### src/rtl/ansi_pkg.sv
// ---------------------------------------------------------------------------
// ansi_pkg
// Shared definitions for the ANSI stream decoder: command op codes, the
// byte values the parser reacts to, the parser state encoding and a small
// byte-classification helper.
// No ports (package).
// ---------------------------------------------------------------------------
package ansi_pkg;

    typedef enum logic [2:0] {
        OP_PUTC    = 3'd0,
        OP_GOTO    = 3'd1,
        OP_CLEAR   = 3'd2,
        OP_SGR     = 3'd3,
        OP_NEWLINE = 3'd4
    } op_e;

    typedef enum logic [1:0] {
        ST_GROUND = 2'd0,
        ST_ESC    = 2'd1,
        ST_CSI    = 2'd2
    } state_e;

    localparam logic [7:0] CH_LF     = 8'h0A;
    localparam logic [7:0] CH_ESC    = 8'h1B;
    localparam logic [7:0] CH_LBRACK = 8'h5B;
    localparam logic [7:0] CH_SEMI   = 8'h3B;
    localparam logic [7:0] CH_H      = 8'h48;
    localparam logic [7:0] CH_J      = 8'h4A;
    localparam logic [7:0] CH_M      = 8'h6D;
    localparam logic [7:0] CH_DEL    = 8'h7F;

    function automatic logic is_digit(input logic [7:0] b);
        return (b >= 8'h30) && (b <= 8'h39);
    endfunction

    // CSI final bytes live in 0x40..0x7E.
    function automatic logic is_final(input logic [7:0] b);
        return (b >= 8'h40) && (b <= 8'h7E);
    endfunction

endpackage

### src/rtl/ansi_stream_decoder_if.sv
// ---------------------------------------------------------------------------
// ansi_stream_decoder_if
// Byte-in / command-out bundle of the ANSI stream decoder.
//   in_valid/in_byte/in_ready         : input byte stream handshake
//   cmd_valid/cmd_ready               : command handshake
//   cmd_op/cmd_arg0/cmd_arg1/cmd_nparam : decoded command
//   err                               : one-cycle malformed-sequence pulse
// Modports:
//   master : the environment (byte producer and command consumer)
//   slave  : the decoder
// ---------------------------------------------------------------------------
interface ansi_stream_decoder_if #(
    parameter int PARAM_W = 8
);
    logic               in_valid;
    logic [7:0]         in_byte;
    logic               in_ready;
    logic               cmd_valid;
    logic               cmd_ready;
    logic [2:0]         cmd_op;
    logic [PARAM_W-1:0] cmd_arg0;
    logic [PARAM_W-1:0] cmd_arg1;
    logic [1:0]         cmd_nparam;
    logic               err;

    modport master (
        output in_valid, in_byte, cmd_ready,
        input  in_ready, cmd_valid, cmd_op, cmd_arg0, cmd_arg1, cmd_nparam, err
    );

    modport slave (
        input  in_valid, in_byte, cmd_ready,
        output in_ready, cmd_valid, cmd_op, cmd_arg0, cmd_arg1, cmd_nparam, err
    );
endinterface

### src/rtl/ansi_stream_decoder_csi_param_acc.sv
// ---------------------------------------------------------------------------
// csi_param_acc
// One decimal CSI parameter accumulator. Each digit strobe computes
// value*10 + digit with four bits of headroom, then saturates to
// 2**PARAM_W-1. clr zeroes the value at the start of a new sequence.
// Ports:
//   clk, rst_n : clock, asynchronous active-low reset
//   clr        : synchronous clear
//   dig_stb    : accumulate digit this cycle
//   digit      : decimal digit 0..9
//   value      : current parameter value
// ---------------------------------------------------------------------------
module csi_param_acc #(
    parameter int PARAM_W = 8
) (
    input  logic               clk,
    input  logic               rst_n,
    input  logic               clr,
    input  logic               dig_stb,
    input  logic [3:0]         digit,
    output logic [PARAM_W-1:0] value
);

    localparam int ACC_W = PARAM_W + 4;

    function automatic logic [PARAM_W-1:0] sat_param(input logic [ACC_W-1:0] x);
        if (x > {4'b0000, {PARAM_W{1'b1}}}) begin
            return {PARAM_W{1'b1}};
        end
        return x[PARAM_W-1:0];
    endfunction

    logic [ACC_W-1:0] acc_next;

    // (2**W-1)*10 + 9 < 16*2**W, so the widened product never wraps.
    assign acc_next = ({4'b0000, value} * ACC_W'(10)) + {{PARAM_W{1'b0}}, digit};

    always_ff @(posedge clk or negedge rst_n) begin
        if (!rst_n) begin
            value <= '0;
        end else if (clr) begin
            value <= '0;
        end else if (dig_stb) begin
            value <= sat_param(acc_next);
        end
    end

endmodule

### src/rtl/ansi_stream_decoder.sv
// ---------------------------------------------------------------------------
// ansi_stream_decoder
// Parses an ANSI terminal byte stream into screen commands (PUTC, GOTO,
// CLEAR, SGR, NEWLINE). One byte is accepted per handshake; a byte that
// completes a command loads the command register, which holds until the
// consumer takes it. While a command is held no new byte is accepted.
// Ports:
//   clk   : clock
//   rst_n : asynchronous active-low reset
//   bus   : ansi_stream_decoder_if.slave (byte stream in, command out, err)
// MAX_PARAMS must be at least 2 (GOTO/SGR read two parameters).
// ---------------------------------------------------------------------------
module ansi_stream_decoder
    import ansi_pkg::*;
#(
    parameter int MAX_PARAMS = 2,
    parameter int PARAM_W    = 8
) (
    input  logic                   clk,
    input  logic                   rst_n,
    ansi_stream_decoder_if.slave   bus
);

    state_e             state_q, state_d;
    logic [1:0]         idx_q, idx_d;
    logic               accept;
    logic               acc_clr;
    logic [MAX_PARAMS-1:0] dig_stb;
    logic [PARAM_W-1:0] p [MAX_PARAMS];

    logic               cmd_load;
    logic [2:0]         op_d;
    logic [PARAM_W-1:0] arg0_d, arg1_d;
    logic [1:0]         nparam_d;
    logic               err_d;

    logic               cmd_valid_q;
    logic [2:0]         cmd_op_q;
    logic [PARAM_W-1:0] cmd_arg0_q, cmd_arg1_q;
    logic [1:0]         cmd_nparam_q;
    logic               err_q;

    assign bus.in_ready   = ~cmd_valid_q;
    assign accept         = bus.in_valid & ~cmd_valid_q;
    assign bus.cmd_valid  = cmd_valid_q;
    assign bus.cmd_op     = cmd_op_q;
    assign bus.cmd_arg0   = cmd_arg0_q;
    assign bus.cmd_arg1   = cmd_arg1_q;
    assign bus.cmd_nparam = cmd_nparam_q;
    assign bus.err        = err_q;

    // Only the parameter currently addressed by idx takes digits; once idx
    // runs past the retained parameters, no strobe fires and digits vanish.
    for (genvar i = 0; i < MAX_PARAMS; i++) begin : g_param
        assign dig_stb[i] = accept && (state_q == ST_CSI) && is_digit(bus.in_byte)
                            && (idx_q == 2'(i));

        csi_param_acc #(
            .PARAM_W (PARAM_W)
        ) u_acc (
            .clk     (clk),
            .rst_n   (rst_n),
            .clr     (acc_clr),
            .dig_stb (dig_stb[i]),
            .digit   (bus.in_byte[3:0]),
            .value   (p[i])
        );
    end

    always_comb begin
        state_d  = state_q;
        idx_d    = idx_q;
        acc_clr  = 1'b0;
        cmd_load = 1'b0;
        op_d     = OP_PUTC;
        arg0_d   = '0;
        arg1_d   = '0;
        nparam_d = 2'd0;
        err_d    = 1'b0;

        if (accept) begin
            unique case (state_q)
                ST_GROUND: begin
                    if (bus.in_byte == CH_ESC) begin
                        state_d = ST_ESC;
                    end else if (bus.in_byte == CH_LF) begin
                        cmd_load = 1'b1;
                        op_d     = OP_NEWLINE;
                    end else if ((bus.in_byte >= 8'h20) && (bus.in_byte != CH_DEL)) begin
                        // Printable ASCII and raw UTF-8 bytes both become PUTC.
                        cmd_load = 1'b1;
                        op_d     = OP_PUTC;
                        arg0_d   = PARAM_W'(bus.in_byte);
                    end
                end

                ST_ESC: begin
                    if (bus.in_byte == CH_LBRACK) begin
                        state_d = ST_CSI;
                        acc_clr = 1'b1;
                        idx_d   = 2'd0;
                    end else if (bus.in_byte == CH_ESC) begin
                        err_d = 1'b1;
                    end else begin
                        err_d   = 1'b1;
                        state_d = ST_GROUND;
                    end
                end

                ST_CSI: begin
                    if (is_digit(bus.in_byte)) begin
                        state_d = ST_CSI;
                    end else if (bus.in_byte == CH_SEMI) begin
                        idx_d = (idx_q == 2'd3) ? 2'd3 : idx_q + 2'd1;
                    end else if (is_final(bus.in_byte)) begin
                        state_d = ST_GROUND;
                        if (bus.in_byte == CH_H) begin
                            cmd_load = 1'b1;
                            op_d     = OP_GOTO;
                            arg0_d   = (p[0] == '0) ? PARAM_W'(1) : p[0];
                            arg1_d   = (p[1] == '0) ? PARAM_W'(1) : p[1];
                        end else if (bus.in_byte == CH_J) begin
                            if (p[0] == PARAM_W'(2)) begin
                                cmd_load = 1'b1;
                                op_d     = OP_CLEAR;
                            end else begin
                                err_d = 1'b1;
                            end
                        end else if (bus.in_byte == CH_M) begin
                            cmd_load = 1'b1;
                            op_d     = OP_SGR;
                            arg0_d   = p[0];
                            arg1_d   = p[1];
                            // Fields seen = separators + 1, capped at the retained count.
                            if (int'(idx_q) >= MAX_PARAMS - 1) begin
                                nparam_d = 2'(MAX_PARAMS);
                            end else begin
                                nparam_d = idx_q + 2'd1;
                            end
                        end else begin
                            err_d = 1'b1;
                        end
                    end else if (bus.in_byte == CH_ESC) begin
                        err_d   = 1'b1;
                        state_d = ST_ESC;
                    end else begin
                        err_d   = 1'b1;
                        state_d = ST_GROUND;
                    end
                end

                default: begin
                    state_d = ST_GROUND;
                end
            endcase
        end
    end

    always_ff @(posedge clk or negedge rst_n) begin
        if (!rst_n) begin
            state_q <= ST_GROUND;
            idx_q   <= 2'd0;
            err_q   <= 1'b0;
        end else begin
            state_q <= state_d;
            idx_q   <= idx_d;
            err_q   <= err_d;
        end
    end

    // Command register: loads on a completing byte, clears on consumption.
    // in_ready is low while valid, so load and consume never coincide.
    always_ff @(posedge clk or negedge rst_n) begin
        if (!rst_n) begin
            cmd_valid_q  <= 1'b0;
            cmd_op_q     <= 3'd0;
            cmd_arg0_q   <= '0;
            cmd_arg1_q   <= '0;
            cmd_nparam_q <= 2'd0;
        end else if (cmd_load) begin
            cmd_valid_q  <= 1'b1;
            cmd_op_q     <= op_d;
            cmd_arg0_q   <= arg0_d;
            cmd_arg1_q   <= arg1_d;
            cmd_nparam_q <= nparam_d;
        end else if (cmd_valid_q && bus.cmd_ready) begin
            cmd_valid_q  <= 1'b0;
        end
    end

endmodule

### src/flat_wrapper.sv
// flat-port wrapper written by rule: the top's interface ports become plain ports
module ansi_stream_decoder_flat import ansi_pkg::*;
#(
    parameter int MAX_PARAMS = 2,
    parameter int PARAM_W    = 8
)
  (clk, rst_n, bus_in_valid, bus_in_byte, bus_cmd_ready, bus_in_ready, bus_cmd_valid, bus_cmd_op, bus_cmd_arg0, bus_cmd_arg1, bus_cmd_nparam, bus_err);
  ansi_stream_decoder_if #(.PARAM_W(PARAM_W)) bus_i ();
  input  logic clk;
  input  logic rst_n;
  input wire logic [$bits(bus_i.in_valid)-1:0] bus_in_valid;
  input wire logic [$bits(bus_i.in_byte)-1:0] bus_in_byte;
  input wire logic [$bits(bus_i.cmd_ready)-1:0] bus_cmd_ready;
  output wire logic [$bits(bus_i.in_ready)-1:0] bus_in_ready;
  output wire logic [$bits(bus_i.cmd_valid)-1:0] bus_cmd_valid;
  output wire logic [$bits(bus_i.cmd_op)-1:0] bus_cmd_op;
  output wire logic [$bits(bus_i.cmd_arg0)-1:0] bus_cmd_arg0;
  output wire logic [$bits(bus_i.cmd_arg1)-1:0] bus_cmd_arg1;
  output wire logic [$bits(bus_i.cmd_nparam)-1:0] bus_cmd_nparam;
  output wire logic [$bits(bus_i.err)-1:0] bus_err;
  assign bus_i.in_valid = bus_in_valid;
  assign bus_i.in_byte = bus_in_byte;
  assign bus_i.cmd_ready = bus_cmd_ready;
  assign bus_in_ready = bus_i.in_ready;
  assign bus_cmd_valid = bus_i.cmd_valid;
  assign bus_cmd_op = bus_i.cmd_op;
  assign bus_cmd_arg0 = bus_i.cmd_arg0;
  assign bus_cmd_arg1 = bus_i.cmd_arg1;
  assign bus_cmd_nparam = bus_i.cmd_nparam;
  assign bus_err = bus_i.err;
  ansi_stream_decoder #(.MAX_PARAMS(MAX_PARAMS), .PARAM_W(PARAM_W)) u_core (.clk(clk), .rst_n(rst_n), .bus(bus_i));
endmodule
### config.mk
export PLATFORM = sky130hd
export DESIGN_NAME = ansi_stream_decoder_flat
export DESIGN_NICKNAME = d
export VERILOG_FILES = /design/src/rtl/ansi_pkg.sv /design/src/rtl/ansi_stream_decoder_if.sv /design/src/rtl/ansi_stream_decoder_csi_param_acc.sv /design/src/rtl/ansi_stream_decoder.sv /design/src/flat_wrapper.sv
export SDC_FILE = /design/constraint.sdc
export NUM_CORES = 1
export LEC_CHECK = 0
export CORE_MARGIN = 2
export CORE_UTILIZATION = 57
export CTS_CLUSTER_DIAMETER = 50
export DETAILED_ROUTE_END_ITERATION = 10
export PLACE_DENSITY = 0.78
export SLEW_MARGIN = 20
export SYNTH_ARGS = -nofsm -noshare
export SYNTH_HDL_FRONTEND = slang
export SYNTH_SLANG_ARGS = --single-unit
### constraint.sdc
create_clock -name clk -period 3.28 [get_ports clk]
set_input_delay 0.82 -clock clk [delete_from_list [all_inputs] [get_ports clk]]
set_output_delay 0.82 -clock clk [all_outputs]
set_load 0.01 [all_outputs]
==> flow_summary.json <==
{
  "clockBufferDepth": 2,
  "final_nets": 412,
  "synth_warnings": 0,
  "num-fill-cells": 387,
  "drtIter0Drc": 202,
  "power.density_nw_per_um2": 398,
  "cp_cell_sequence": "clkdlybuf4s50_1 -> nor4b_4 -> nand3b_1 -> or3_1 -> and2_4 -> o32a_4 -> mux2_1",
  "die_x_um": 77.5,
  "leakage_nw": 1.80,
  "start_util": 0.595,
  "wl_per_cell_um": 15.8,
  "crit_arrival_ns": 3.19,
  "run_status": "finished, final reports clean",
  "clkSinkCount": 43,
  "dpl.cell_count": 425,
  "synth_seq_area_share": 0.350,
  "synthArstFlopShare": 1.00,
  "setup_viol": 0,
  "coreArea_sq_um": 5170,
  "cp_data_required_time_ns": 3.46,
  "reg2reg_depth": 10,
  "tns_ns": 0,
  "track_usage": 0.246,
  "r2r-start": "u_core.g_param[0].u_acc.value[1]$_DFFE_PN0P_",
  "skew_ns": 0.00727,
  "synth-edff-count": 0,
  "synthCells": 305,
  "r2r_setup_slack_ns": 0.34,
  "gp_congestion": 0.925,
  "synth_cell_types": 53,
  "max_cap_violations": 0,
  "synth_nets": 355,
  "antenna_left": 0,
  "hold_path_class": "reg -> reg",
  "fin_area_sq_um": 3710,
  "postCtsHoldBufs": 0,
  "placed_cell_area_sq_um": 3620,
  "grt_pass1_wl_mm": 11.9,
  "port_buffers": 35,
  "netlist_area_sq_um": 3080,
  "grt_max_degree": 44,
  "viasPerCell": 5.95,
  "avgSynthCellArea_sq_um": 10.1,
  "slew_violations": 0,
  "cts_max_level": 2,
  "fmax_mhz": 332,
  "grt_remaining_overflow": 0,
  "multi_input_area_sq_um": 1930,
  "stdcell_count": 432,
  "antennaDiodeCount": 0,
  "grt_pass1_vias": 2519,
  "finalHoldViolations": 0,
  "tightestPinTransition_ns": 0.908,
  "dieArea_sq_um": 6000,
  "cpPeakStageDelay_ns": 0.51,
  "dr_total_vias": 2570,
  "area_growth_pct": 20.5,
  "slowest_stage": "o32a_4",
  "place_hpwl_mm": 5.33,
  "post_cts_buffers": 0,
  "path_class": "in -> reg",
  "synth-seq-cells": 43,
  "cts_buffers": 5,
  "routed_wl_mm": 6.81,
  "cp-startpoint": "bus_in_byte[5]",
  "cts_tree": "yes",
  "layout-drive-gt1-share": 0.130,
  "path_clk_slew_ns": 0.08,
  "regArea_sq_um": 1080,
  "rsz0062_at_grt": "false",
  "critPathLaunchType": "input pin",
  "antenna_found_initial": 0,
  "final_cell_mix": "45 x a21oi_1, 43 x dfrtp_1, 34 x ha_1, 34 x clkdlybuf4s50_1, 19 x buf_4",
  "clkLatencyLatePin_ns": 0.29,
  "drt_pass1_iterations": 4,
  "ioPinCount": 36,
  "synth_flop_cell": "dfrtp_1",
  "fin_crit_ns": 3.01,
  "irDropWorstVdd_mv": 0.259,
  "cp_max_fo": 22,
  "finalHoldWorstSlack_ns": 0.489,
  "layout_commonest_cell": "a21oi_1",
  "drc_errors": 0,
  "min_period_over_period": 0.917,
  "worstReg2RegEnd": "u_core.g_param[0].u_acc.value[6]$_DFFE_PN0P_",
  "crit_path_end": "u_core.bus.cmd_nparam[0]$_DFFE_PN0P_",
  "rows": 26,
  "clockRootBuffer": "clkbuf_8",
  "die_y_um": 77.5,
  "cp-end-kind": "register",
  "slew_headroom": 0.395,
  "ctsResizeCount": 0
}
## logic make-up (layout without fill, tap and decap cells)
kind of cell | Yosys count | count (layout) | share of synthesized area
AO/OA/AOI/OAI | 89 | 89 | 0.191
XOR/XNOR | 12 | 12 | 0.0342
adder cells (fa/ha/maj) | 38 | 38 | 0.164
buffers and inverters | 14 | 71 | 0.0224
flip-flops | 43 | 43 | 0.350
multiplexers | 15 | 15 | 0.0647
AND/OR/NAND/NOR | 94 | 94 | 0.174
## per-stage QoR
stage | utilization | power [mW] | setup WS (ns)
global route | 0.717 | 1.56 | 0.150
finish | 0.717 | 1.48 | 0.271
floorplan | - | 0.946 | 0.497
global placement | 0.700 | 1.14 | 0.0264
CTS | 0.717 | 1.49 | 0.289
detailed placement | 0.700 | 1.15 | -0.0273
## metal layers
| metal | global-route usage | vias to the layer above | share of wire |
|---|---|---|---|
| met3 | 0.0291 | 14 | 0.053 |
| met1 | 0.342 | 1211 | 0.46 |
| met5 | 0 | - | 0 |
| met4 | 0.0911 | 0 | 0.019 |
| li1 | - | 1262 | - |
| met2 | 0.397 | 83 | 0.47 |
## registers in the layout, summed over array words and instances (netlist names)
name,count
u_core.idx_q,2
u_core.bus.cmd_arg0,8
u_core.bus.cmd_op,3
u_core.g_param.u_acc.value,16
u_core.bus.err,1
u_core.state_q,2
u_core.bus.cmd_valid,1
u_core.bus.cmd_nparam,2
u_core.bus.cmd_arg1,8
## cells in the mapped netlist (5+ instances only)
library cell	n	area (sq um)
nand2b_1	6	37.5
a22o_1	14	123
xnor2_1	5	43.8
a21o_1	6	45.0
inv_1	10	37.5
ha_1	34	425
a21oi_1	45	225
dfrtp_1	43	1080
nor2_1	15	56.3
nand3_1	15	75.1
nor4_1	6	37.5
nand2_1	16	60.1
mux2_4	9	135
and3_1	5	31.3
nor3_1	9	45.0
xor2_1	7	61.3
## area by class of cell
type | count | area share
multi-input cells | 248 | 0.521
flip-flops and latches | 43 | 0.290
repair buffers | 54 | 0.132
well taps | 70 | 0.0236
clock buffers | 6 | 0.0223
inverters | 10 | 0.0101
clock inverters | 1 | 0.00135
## critical path, delay by kind of cell
family | cells | cell delay (ns)
simple gates | 4 | 1.01
mux | 1 | 0.35
buf+inv | 1 | 0.50
compound gates | 1 | 0.51
## how the worst min path moves through the flow
stage	cells after the start	slack (ns)	to	start
after global routing	1	0.51	u_core.bus.cmd_op[0]$_DFFE_PN0P_	u_core.bus.cmd_op[0]$_DFFE_PN0P_
after floorplan	1	0.50	u_core.state_q[1]$_DFFE_PN0P_	u_core.state_q[1]$_DFFE_PN0P_
after global placement	1	0.47	u_core.bus.cmd_op[0]$_DFFE_PN0P_	u_core.bus.cmd_op[0]$_DFFE_PN0P_
after CTS	1	0.49	u_core.bus.cmd_op[0]$_DFFE_PN0P_	u_core.bus.cmd_op[0]$_DFFE_PN0P_
final	1	0.49	u_core.bus.cmd_op[0]$_DFFE_PN0P_	u_core.bus.cmd_op[0]$_DFFE_PN0P_
after detailed placement	1	0.47	u_core.bus.cmd_op[0]$_DFFE_PN0P_	u_core.bus.cmd_op[0]$_DFFE_PN0P_
## where the power goes
group / internal [mW] / switching (mW)
combinational: 0.267 / 0.216
clock: 0.165 / 0.167
sequential: 0.601 / 0.0594
total: 1.03 / 0.443
Power figures use the tool's default switching activity.
